### src/rtl/sort_mem_responder.sv
// Word-addressed scratch memory answering one ar/r read and one aw/w/b write concurrently.
// Optional debug write port enabled by defining SORT_MEM_BACKDOOR_EN.
module sort_mem_responder #(
  parameter int ADDR_WDTH    = 4,
  parameter int DATA_WDTH    = 32,
  parameter int RESP_WDTH    = 1,
  parameter int MEM_DEPTH    = 16,
  parameter int READ_LATENCY = 0
) (
  input  logic                 clk,
  input  logic                 rst_n,
  input  logic                 ar_valid,
  output logic                 ar_ready,
  input  logic [ADDR_WDTH-1:0] ar_addr,
  output logic                 r_valid,
  input  logic                 r_ready,
  output logic [DATA_WDTH-1:0] r_data,
  output logic [RESP_WDTH-1:0] r_resp,
  input  logic                 aw_valid,
  output logic                 aw_ready,
  input  logic [ADDR_WDTH-1:0] aw_addr,
  input  logic                 w_valid,
  output logic                 w_ready,
  input  logic [DATA_WDTH-1:0] w_data,
  output logic                 b_valid,
  input  logic                 b_ready,
  output logic [RESP_WDTH-1:0] b_resp
`ifdef SORT_MEM_BACKDOOR_EN
  ,
  input  logic                 bd_we,
  input  logic [ADDR_WDTH-1:0] bd_addr,
  input  logic [DATA_WDTH-1:0] bd_wdata
`endif
);

  localparam logic [1:0] R_IDLE = 2'd0;
  localparam logic [1:0] R_WAIT = 2'd1;
  localparam logic [1:0] R_RESP = 2'd2;

  localparam logic W_COLLECT = 1'b0;
  localparam logic W_RESP    = 1'b1;

  localparam logic [ADDR_WDTH:0] DEPTH_L  = (ADDR_WDTH+1)'(MEM_DEPTH);
  localparam logic [3:0]         LAT_L    = 4'(READ_LATENCY);
  localparam logic [RESP_WDTH-1:0] RESP_OK  = RESP_WDTH'(1);
  localparam logic [RESP_WDTH-1:0] RESP_ERR = '0;

  function automatic logic in_range(input logic [ADDR_WDTH-1:0] a);
    return {1'b0, a} < DEPTH_L;
  endfunction

  logic [DATA_WDTH-1:0] mem [MEM_DEPTH];

  // ---------------- read channel ----------------
  logic [1:0]           r_state;
  logic [ADDR_WDTH-1:0] r_addr;
  logic [3:0]           r_cnt;
  logic                 ar_fire, r_fire;
  logic                 r_sample;
  logic [ADDR_WDTH-1:0] r_sample_addr;

  assign ar_ready = (r_state == R_IDLE);
  assign r_valid  = (r_state == R_RESP);
  assign ar_fire  = ar_valid & ar_ready;
  assign r_fire   = r_valid & r_ready;

  // The memory word is captured on the edge that enters R_RESP, so with zero
  // latency the sample uses the incoming ar_addr rather than the latched one.
  always_comb begin
    r_sample      = 1'b0;
    r_sample_addr = r_addr;
    case (r_state)
      R_IDLE: begin
        if (ar_fire && (LAT_L == 4'd0)) begin
          r_sample      = 1'b1;
          r_sample_addr = ar_addr;
        end
      end
      R_WAIT: begin
        if (r_cnt == 4'd1) r_sample = 1'b1;
      end
      default: ;
    endcase
  end

  always_ff @(posedge clk or negedge rst_n) begin
    if (!rst_n) begin
      r_state <= R_IDLE;
      r_addr  <= '0;
      r_cnt   <= '0;
      r_data  <= '0;
      r_resp  <= RESP_ERR;
    end else begin
      case (r_state)
        R_IDLE: begin
          if (ar_fire) begin
            r_addr  <= ar_addr;
            r_cnt   <= LAT_L;
            r_state <= (LAT_L == 4'd0) ? R_RESP : R_WAIT;
          end
        end
        R_WAIT: begin
          r_cnt <= r_cnt - 4'd1;
          if (r_cnt == 4'd1) r_state <= R_RESP;
        end
        R_RESP: begin
          if (r_fire) r_state <= R_IDLE;
        end
        default: r_state <= R_IDLE;
      endcase
      if (r_sample) begin
        if (in_range(r_sample_addr)) begin
          r_data <= mem[r_sample_addr];
          r_resp <= RESP_OK;
        end else begin
          r_data <= '0;
          r_resp <= RESP_ERR;
        end
      end
    end
  end

  // ---------------- write channel ----------------
  logic                 w_state;
  logic                 aw_held, w_held;
  logic [ADDR_WDTH-1:0] aw_q;
  logic [DATA_WDTH-1:0] w_q;
  logic                 aw_fire, w_fire, b_fire;
  logic                 commit;
  logic [ADDR_WDTH-1:0] commit_addr;
  logic [DATA_WDTH-1:0] commit_data;

  assign b_valid  = (w_state == W_RESP);
  assign aw_ready = (w_state == W_COLLECT) && !aw_held;
  assign w_ready  = (w_state == W_COLLECT) && !w_held;
  assign aw_fire  = aw_valid & aw_ready;
  assign w_fire   = w_valid & w_ready;
  assign b_fire   = b_valid & b_ready;

  // Commit on the edge where both halves are available, whether captured
  // earlier or arriving now.
  assign commit      = (w_state == W_COLLECT) && (aw_held || aw_fire) && (w_held || w_fire);
  assign commit_addr = aw_held ? aw_q : aw_addr;
  assign commit_data = w_held ? w_q : w_data;

  always_ff @(posedge clk or negedge rst_n) begin
    if (!rst_n) begin
      w_state <= W_COLLECT;
      aw_held <= 1'b0;
      w_held  <= 1'b0;
      aw_q    <= '0;
      w_q     <= '0;
      b_resp  <= RESP_ERR;
    end else begin
      case (w_state)
        W_COLLECT: begin
          if (aw_fire) begin
            aw_held <= 1'b1;
            aw_q    <= aw_addr;
          end
          if (w_fire) begin
            w_held <= 1'b1;
            w_q    <= w_data;
          end
          if (commit) begin
            w_state <= W_RESP;
            b_resp  <= in_range(commit_addr) ? RESP_OK : RESP_ERR;
          end
        end
        W_RESP: begin
          if (b_fire) begin
            w_state <= W_COLLECT;
            aw_held <= 1'b0;
            w_held  <= 1'b0;
          end
        end
        default: w_state <= W_COLLECT;
      endcase
    end
  end

  // Memory has no reset; the backdoor assignment comes last so it wins a same-address clash.
  always_ff @(posedge clk) begin
    if (rst_n && commit && in_range(commit_addr)) mem[commit_addr] <= commit_data;
`ifdef SORT_MEM_BACKDOOR_EN
    if (bd_we && in_range(bd_addr)) mem[bd_addr] <= bd_wdata;
`endif
  end

endmodule

### config.mk
export PLATFORM = sky130hd
export DESIGN_NAME = sort_mem_responder
export DESIGN_NICKNAME = d
export VERILOG_FILES = /design/src/rtl/sort_mem_responder.sv
export SDC_FILE = /design/constraint.sdc
export NUM_CORES = 1
export LEC_CHECK = 0
export ABC_AREA = 1
export CAP_MARGIN = 20
export CORE_UTILIZATION = 55
export CTS_CLUSTER_DIAMETER = 30
export DETAILED_ROUTE_END_ITERATION = 7
export PLACE_DENSITY = 0.73
export SKIP_LAST_GASP = 1
export SLEW_MARGIN = 20
export SYNTH_ARGS = -nofsm -noshare
export SYNTH_HDL_FRONTEND = slang
export SYNTH_SLANG_ARGS = --single-unit
### constraint.sdc
create_clock -name clk -period 3.8 [get_ports clk]
set_clock_uncertainty 0.15 [all_clocks]
set_input_delay 0.95 -clock clk [delete_from_list [all_inputs] [get_ports clk]]
set_output_delay 0.95 -clock clk [all_outputs]
set_load 0.01 [all_outputs]
==> metrics.txt, run 1 <==
status completed; Final Hold Fails 0; CP max-delay cell clkdlybuf4s50_1; final setup fails 0; pwr/cell area roughly 750 nW/um2; total gr overflow 0; worst reg2reg path depth 12; CTS tree done; maximum number of pins on one net before global-route repair between 100 and 150; Max-cap violations 0; routed length per instance about 20 um; R2R setup slack roughly 1.2 ns; GP Congestion around 0.83; Peak supply drop 0.000570 V; crit path kind reg -> out; DR DRC count 0; switch share 0.294; number of DRC markers in iteration 0 2,394; DIE AREA ~48,000 um2; Worst EP required 2.70 ns; Rows just under 80; RSZ-0062 raised after global routing no; CTS Root Cell clkbuf_16; Leak Pwr around 14 nW; detailed-route via count 19.3k; Die X between 200 and 250 um; Power, Total approximately 24 mW; #FFs+latches synth between 500 and 600; register area share after synthesis 0.671; Resize count post-CTS 0; max incr delay on CP ~0.58 ns; nets@finish 2,777; Flop pwr share 0.368; Longest Clk Path Bufs 3; synth unique cells 19; Worst-Skew Late Latency about 0.65 ns; Slew @ Worst Pin ~0.91 ns; period utilization 0.783; core box area 46,500 um2; commonest non-fill, non-tap cell in the layout nand3_1; postcts setup bufs 0; H-tree Lvls 3; Synth top area share 0.596; clock share of power 0.424; Worst setup EP type output port; Slew Limit Headroom 0.391; crit-path max FO 5; startpoint types register; most frequent cells in the layout nand3_1 (613), inv_1 (558), nand2_1 (557); Worst R2R Start r_state[1]; fillers ~3.2k; Synth area leader edfxtp_1; initial core utilization 0.556; Worst Hold Margin 0.187 ns; FF/Latch Area ~17,000 um2; Core Util, Final 0.690; Mapped Nets approximately 2.6k; total clock sinks 590; initial antenna violation count 0; P_sw ~7 mW; area of the multi-input gates 5930 um2; clock slew at reported path FFs ~0.05 ns; Final Max Slew Viols 0; Max Freq 336 MHz; DIE HEIGHT about 220 um; share of cells above drive strength 1 0.119; first-pass GRT wire length 108,000 um; fin crit period between 2 and 3 ns; number of global-route vias before repair between 15k and 20k; Synth Instances ~2.6k; DP Wirelength about 37,000 um; Comb power frac 0.208; drt pass-1 iters 6; Post-DRT Antenna Nets 0; Mapped Area roughly 26,000 um2; gr usage total 0.299; area grow syn2layout 24.2%; synth top area cells edfxtp_1 (60%), nand3_1 (12%), nand2_1 (8.2%); RR Endpoint r_data[20]; CTS buffer count ~110; Detailed Route WL 69,500 um; number of hold buffers added after CTS 0; IO Pins 86; routed vias/inst around 5.6; crit-path cells inv_2 > clkdlybuf4s50_1; syn_area_per_cell approximately 10 um2; ant diodes 0; Hold Crit Class in -> async; Fin Setup TNS 0 ns; IO buf count 85; arrival time worst endpoint roughly 1.9 ns; synthesis warning total 0; internal power contribution roughly 17 mW
[kinds of logic (layout without fill, tap and decap cells)]
kind of cell,after synthesis,in the layout,synth area share
AO/OA/AOI/OAI,75,75,0.0148
AND/OR/NAND/NOR,1203,1203,0.206
buffers and inverters,701,958,0.107
flip-flops,590,590,0.671
multiplexers,4,4,0.00174
[cells in the mapped netlist (all sizes together)]
master / number
edfxtp: 512
nand2: 564
or2: 6
inv: 561
o221ai: 1
buf: 99
mux2: 4
o21ai: 74
clkbuf: 41
nor2: 19
dfrtp: 78
nand3: 614
[stage by stage]
step / instance area, um2 / setup slack (ns) / std cells
after floorplan: 25800 / 0.422 / 2573
after global placement: 28100 / 0.420 / 3223
after detailed placement: 28100 / 0.358 / 3223
after CTS: 32100 / 0.812 / 3437
after global routing: 32100 / 0.774 / 3437
final: 32100 / 0.826 / 3437
[routing by layer]
layer / global-route usage / share of wire / up-vias
met1: 0.386 / 0.37 / 9203
met2: 0.488 / 0.48 / 1207
met4: 0.133 / 0.033 / 0
met5: 0 / 0 / -
li1: - / - / 8685
met3: 0.0660 / 0.11 / 198
[layout make-up]
class                           count  area share
Clock inverter                     70      0.0249
Tap cell                          607      0.0237
Sequential cell                   590       0.540
Inverter                          561      0.0657
Multi-Input combinational cell   1282       0.185
Clock buffer                      144      0.0998
Timing Repair Buffer              183      0.0607
[flip-flops by register name, indices dropped and copies added, names as in the netlist]
name / count
mem: 512
r_data: 32
w_q: 32
aw_q: 4
r_addr: 4
aw_held: 1
b_resp: 1
b_valid: 1
r_resp: 1
r_state: 1
w_held: 1
[worst max-delay path by stage]
stage | startpoint | endpoint | slack (ns) | cells after the start
after global routing | r_state[1] | ar_ready | 0.77 | 2
after global placement | ar_valid | r_data[21] | 0.42 | 11
after CTS | r_state[1] | ar_ready | 0.81 | 2
final | r_state[1] | ar_ready | 0.83 | 2
after detailed placement | ar_valid | r_data[19] | 0.36 | 11
after floorplan | w_valid | mem[0][0] | 0.42 | 4
[power groups by stage]
stage               clock, mW  combinational, mW  sequential [mW]
floorplan                   0               2.67             8.92
global placement            0               4.71             8.92
detailed placement          0               4.85             8.94
CTS                      10.2               4.93             8.84
global route             10.5               5.41             8.89
finish                   10.2               4.99             8.84
[critical path: cells and delay by family (launching register included)]
kind                   cells  cell delay, ns
flip-flops                 1            0.46
buffers and inverters      2            0.78
Power figures use the tool's default switching activity.
==> inputs of run 2 (changes only) <==
Settings changed: PLACE_DENSITY 0.73 to 0.76.
Clock period 3.8 ns to 2.7 ns, I/O delays scaled along.
==> metrics.txt, run 2 (synthesized netlist as in run 1, its figures left out) <==
IO Pins 86 (unchanged); Rows 79 (unchanged); internal power contribution 24.2 mW (+42%); FF/Latch Area 17,300 um2 (unchanged); share of cells above drive strength 1 0.134 (+0.0143); WHS Endpoint b_resp; pre-CTS setup slack -0.266 ns (-0.624 ns); drt pass-1 iters 8 (+2); first-pass GRT wire length 110,000 um (+2.2%); Peak supply drop 0.000795 V (+39%); H-tree Lvls 3 (unchanged); P_sw 9.95 mW (+41%); CTS buffer count 111 (-0.89%); clock slew at reported path FFs 0.05 ns (about the same); IO buf count 85 (unchanged); routed length per instance 20.3 um (+0.26%); failing checks DRC; clock share of power 0.415 (-0.009); Slew Limit Headroom 0.514 (+0.124); CTS Root Cell clkbuf_16; commonest non-fill, non-tap cell in the layout nand3_1; max reg flops 512 (unchanged); ant diodes 0 (unchanged); Worst Hold Launch b_resp; Max-cap violations 0 (unchanged); detailed-route via count 19.7k (+2.2%); period utilization 0.973; worst reg2reg path depth 13 (+1); Hold Crit Class reg -> reg; nets@finish 2,847 (+2.5%); total clock sinks 590 (unchanged); final worst setup slack 0.0719 ns (-0.754 ns); Worst setup EP type output port; crit path kind reg -> out; Final Hold Fails 0 (unchanged); Worst R2R Start r_state[1]; R2R setup slack 0.41 ns (-0.83 ns); Die X 219 um (unchanged); DIE HEIGHT 219 um (unchanged); gr usage total 0.306 (+0.00666); RSZ-0062 raised after global routing no; Final Max Slew Viols 0 (unchanged); status finished, violations left; Flop pwr share 0.363 (-0.005); startpoint types register; Comb power frac 0.222 (+0.014); most frequent cells in the layout nand3_1 (613), inv_1 (558), nand2_1 (557); arrival time worst endpoint 1.80 ns (-0.07 ns); fillers 2,910 (-7.9%); Detailed Route WL 71,000 um (+2.1%); Top reg by flops mem; routed vias/inst 5.63 (+0.34%); final setup fails 0 (unchanged); number of DRC markers in iteration 0 2,751 (+15%); switch share 0.292 (-0.00207); Fin Setup TNS 0 ns (unchanged); Slew @ Worst Pin 0.728 ns (-0.186 ns); core box area 46,500 um2 (unchanged); Largest regs mem: 512 flops, r_data: 32 flops, w_q: 32 flops; DIE AREA 47,800 um2 (unchanged); total gr overflow 0 (unchanged); maximum number of pins on one net before global-route repair 46 (-64%); CTS tree done; RR Endpoint r_data[2]; crit-path max FO 4 (-1); Worst-Skew Late Latency 0.65 ns (about the same); Max Freq approximately 380 MHz; initial core utilization 0.556 (unchanged); area of the multi-input gates 5930 um2 (unchanged); area grow syn2layout 27.8%; fin crit period ~2.6 ns; Leak Pwr 14.6 nW (+3.1%); DR DRC count 3 (+3); Longest Clk Path Bufs 3 (unchanged); Worst Hold Depth 2; pwr/cell area 1030 nW/um2 (+38%); Post-DRT Antenna Nets 0 (unchanged); DP Wirelength 41,000 um (+12%); GP Congestion 0.861 (+3.3%); initial antenna violation count 0 (unchanged); Worst EP required 1.88 ns (-0.82 ns); Core Util, Final 0.710 (+0.0201); number of global-route vias before repair 20.4k (+4.7%)
## run 2: timing repair
item / 4_1_cts / 5_1_grt
buffers inserted: 0 / 0
setup endpoints to repair: 0 / 1
gates resized for setup: 0 / 1
hold buffers: 1 / 0
hold endpoints to repair: 7 / 0
## run 2: worst max path at each step
stage,from,endpoint
after floorplan,w_valid,mem[0][0]
after global placement,ar_valid,r_data[8]
after detailed placement,ar_valid,r_data[31]
after CTS,r_state[1],ar_ready
after global routing,w_held,w_ready
final,w_held,w_ready
## run 2: cell type report
cell class | instances | share of cell area
clock buffer | 144 | 0.0907
clock inverter | 63 | 0.0265
inverter | 561 | 0.0639
multi-input combinational | 1282 | 0.180
sequential | 590 | 0.525
tap | 607 | 0.0230
timing repair buffer | 254 | 0.0911
## run 2: power groups by stage
stage / Combinational, mW / Clock (mW) / Sequential (mW)
final: 7.58 / 14.1 / 12.4
after global routing: 8.18 / 14.7 / 12.4
after CTS: 7.49 / 14.2 / 12.4
after detailed placement: 7.32 / 0 / 12.5
after global placement: 7.11 / 0 / 12.5
after floorplan: 3.76 / 0 / 12.6
## run 2: metal layers
layer  GRT usage  wire (um)  vias up  share of wire
li1            -          -     8820              -
met4       0.165       3320        0          0.047
met1       0.384      25200     9207           0.35
met5           0          0        -              0
met2       0.501      34300     1421           0.48
met3      0.0612       8230      272           0.12
## run 2: worst max-delay path, cell delays in order, from the launching register on
cell and delay (ns):
dfrtp_2 0.42, nor2_1 0.18, clkdlybuf4s50_1 0.56
## run 2: stage by stage
step	hold slack (ns)	total power, mW	instances	area [um2]
6_report	0.321	34.1	3501	33000
5_1_grt	0.353	35.3	3501	33000
4_1_cts	0.325	34.1	3501	33000
3_5_place_dp	0.309	19.8	3293	29100
3_3_place_gp	0.306	19.6	3293	29100
2_1_floorplan	0.229	16.3	2573	25800
==> patch (config.mk and constraints of run 2) <==
The parameter `ADDR_WDTH` goes from 4 to 5.
--- a/src/rtl/sort_mem_responder.sv
+++ b/src/rtl/sort_mem_responder.sv
@@ -2,5 +2,5 @@
 // Optional debug write port enabled by defining SORT_MEM_BACKDOOR_EN.
 module sort_mem_responder #(
-  parameter int ADDR_WDTH    = 4,
+  parameter int ADDR_WDTH    = 5,
   parameter int DATA_WDTH    = 32,
   parameter int RESP_WDTH    = 1,
Interface: changed (resized ar_addr and aw_addr); port bits go from 86 to 88. No check against the original RTL was run, so the function may have changed too.
==> patch against run 2 <==
  * Synthesized cell count shrank 21%
  * Worst setup slack lost 31 ps
  * Count of clock-buffer cells in the layout shrank 22
  * Routed wire length shrank 2.2%
  * Area after synthesis shrank 7.3%
  * Sequential cell count grew 1
  * Register-to-register slack lost 200 ps
  * Total power shrank 3.1%
  * Design area shrank 7.2%
  * Die area shrank 7.3%
==> patch: results (changes against run 2) <==
Status:
- Result of the run: complete, no violations (was finished with violations).

Synth:
- The synthesized net count is 2089 (was 2620).
- Leading post-synthesis cells by instance count: 644 x sky130_fd_sc_hd__nand3_1, 512 x sky130_fd_sc_hd__edfxtp_1, 500 x sky130_fd_sc_hd__nand2_1 (was 614 x sky130_fd_sc_hd__nand3_1, 562 x sky130_fd_sc_hd__nand2_1, 558 x sky130_fd_sc_hd__inv_1).
- The fraction of synthesis flops using an asynchronous set or reset pin was 13.37% (was 13.22%).
- The synthesized area divided by synthesized cell count is 11.73 um2 (was 10.03 um2).
- Synth top area cells: sky130_fd_sc_hd__edfxtp_1 64%, sky130_fd_sc_hd__nand3_1 13%, sky130_fd_sc_hd__dfrtp_1 8.3%, sky130_fd_sc_hd__nand2_1 7.8%, sky130_fd_sc_hd__buf_2 1.6% (was sky130_fd_sc_hd__edfxtp_1 60%, sky130_fd_sc_hd__nand3_1 12%, sky130_fd_sc_hd__nand2_1 8.2%, sky130_fd_sc_hd__inv_1 8.1%, sky130_fd_sc_hd__dfrtp_1 7.6%).
- The part of the Yosys area used for sequential elements is 72.54% (was 67.12%).
- The number of unique standard cell types used by synthesis is 23 (was 19).

Clocking:
- The cell chosen for the clock root is sky130_fd_sc_hd__clkbuf_16 (unchanged).
- The number of buffers created by CTS is 104 (was 111).

Drt:
- The wire length per cell after detailed routing was 23.81 um (was 20.28 um).
- The length of the first detailed-routing pass in iterations is 6 (was 8).
- The post-detailed-route via-to-cell ratio came to 6.170 (was 5.633).
- The total wire length came to 69.42 mm (was 71.00 mm).
- The number of DRC markers in iteration 0 is 2575 (was 2751).

Worst setup path:
- The internal reg-to-reg setup slack is 210 ps (was 410 ps).
- The source of the worst register-to-register timing path is w_held (was r_state[1]).
- The endpoint of the lowest-slack register-to-register path was mem[3][15] (was r_data[2]).

Layout:
- The number of filler cells placed in the layout is 2694 (was 2910).
- The final net count came to 2292 (was 2847).

Placement:
- The number of cells in the design after placement is 2721 (was 3293).
- The number of input and output port buffers inserted came to 87 (was 85).
- The final weighted congestion in routability-driven placement is 0.8277 (was 0.8610).
- The instance area after placement is 26850 um2 (was 29120 um2).
- The estimated wirelength of the detail-placed design was 37.04 mm (was 40.96 mm).

Power and ir drop:
- The internal power is 23.35 mW (was 24.16 mW).
- The areal power density over the cells came to 1079 nW/um2 (was 1034 nW/um2).
- The peak supply drop is 812.5 uV (was 795.2 uV).

GRT:
- The global-route usage over all layers is 31.71% (was 30.61%).
- The maximum number of pins on one net before global-route repair is 66 (was 46).
- The global-route wire length before repair was 104.3 mm (was 109.9 mm).
- The number of global-route vias before repair is 18090 (was 20360).

Min path:
- The launch point of the worst hold path is r_data[21] (was b_resp).
- The worst-case hold path end point is r_data[21] (was b_resp).

Timing:
- The worst slew slack as a fraction of its limit is 50.58% (was 51.44%).
- The worst-case hold slack is 326.2 ps (was 320.8 ps).
patch: area by class of cell:
class	instances	share of cell area, %
repair buffers	237	8.765
clock inverters	72	3.349
clock buffers	122	8.949
well taps	585	2.389
inverters	51	0.6331
multi-input cells	1258	19.26
flip-flops and latches	591	56.65
patch: how the worst max path moves through the flow:
stage | to | from | slack [ps]
after floorplan | mem[12][0] | w_held | -160
after global placement | mem[8][29] | w_data[29] | -280
after detailed placement | mem[3][12] | aw_valid | -290
after CTS | aw_ready | aw_held | 20
after global routing | w_ready | w_held | 20
final | ar_ready | r_state[1] | 40
patch: timing repair:
action | in CTS | in global routing
pin swaps | 0 | 0
hold buffers | 1 | 0
cloned | 0 | 0
setup endpoints to repair | 1 | 1
gates resized for setup | 2 | 1
hold endpoints to repair | 2 | 0
patch: through the flow:
stage / setup slack [ps] / total power [mW]
3_5_place_dp: -290.4 / 18.97
5_1_grt: 20.49 / 34.05
4_1_cts: 24.03 / 32.99
3_3_place_gp: -275.8 / 18.71
6_report: 40.74 / 33.07
2_1_floorplan: -159.4 / 15.90
patch: power by group through the flow:
| stage | Clock (mW) | Sequential [mW] | Combinational, mW |
|---|---|---|---|
| after floorplan | 0 | 12.3 | 3.57 |
| after global placement | 0 | 12.3 | 6.43 |
| after detailed placement | 0 | 12.3 | 6.67 |
| after CTS | 14.0 | 12.2 | 6.85 |
| after global routing | 14.4 | 12.2 | 7.44 |
| final | 13.9 | 12.2 | 6.98 |
patch: kinds of logic after synthesis:
| logic type | count (synthesis) | synth area share (%) |
|---|---|---|
| simple gates | 1175 | 21.99 |
| flops | 591 | 72.54 |
| buf+inv | 191 | 3.604 |
| compound gates | 79 | 1.679 |
| mux | 4 | 0.1883 |
patch: worst max-delay path, cell delays in order, from the launching register on:
cell	delay [ps]
sky130_fd_sc_hd__dfrtp_2	470
sky130_fd_sc_hd__inv_4	160
sky130_fd_sc_hd__clkdlybuf4s50_1	560
patch: metal layers:
| metal | part of all wire [%] | global-route usage, % |
|---|---|---|
| met1 | 35 | 40.55 |
| met2 | 49 | 51.51 |
| met3 | 12 | 6.779 |
| met4 | 4.2 | 16.02 |
| met5 | 0 | 0 |
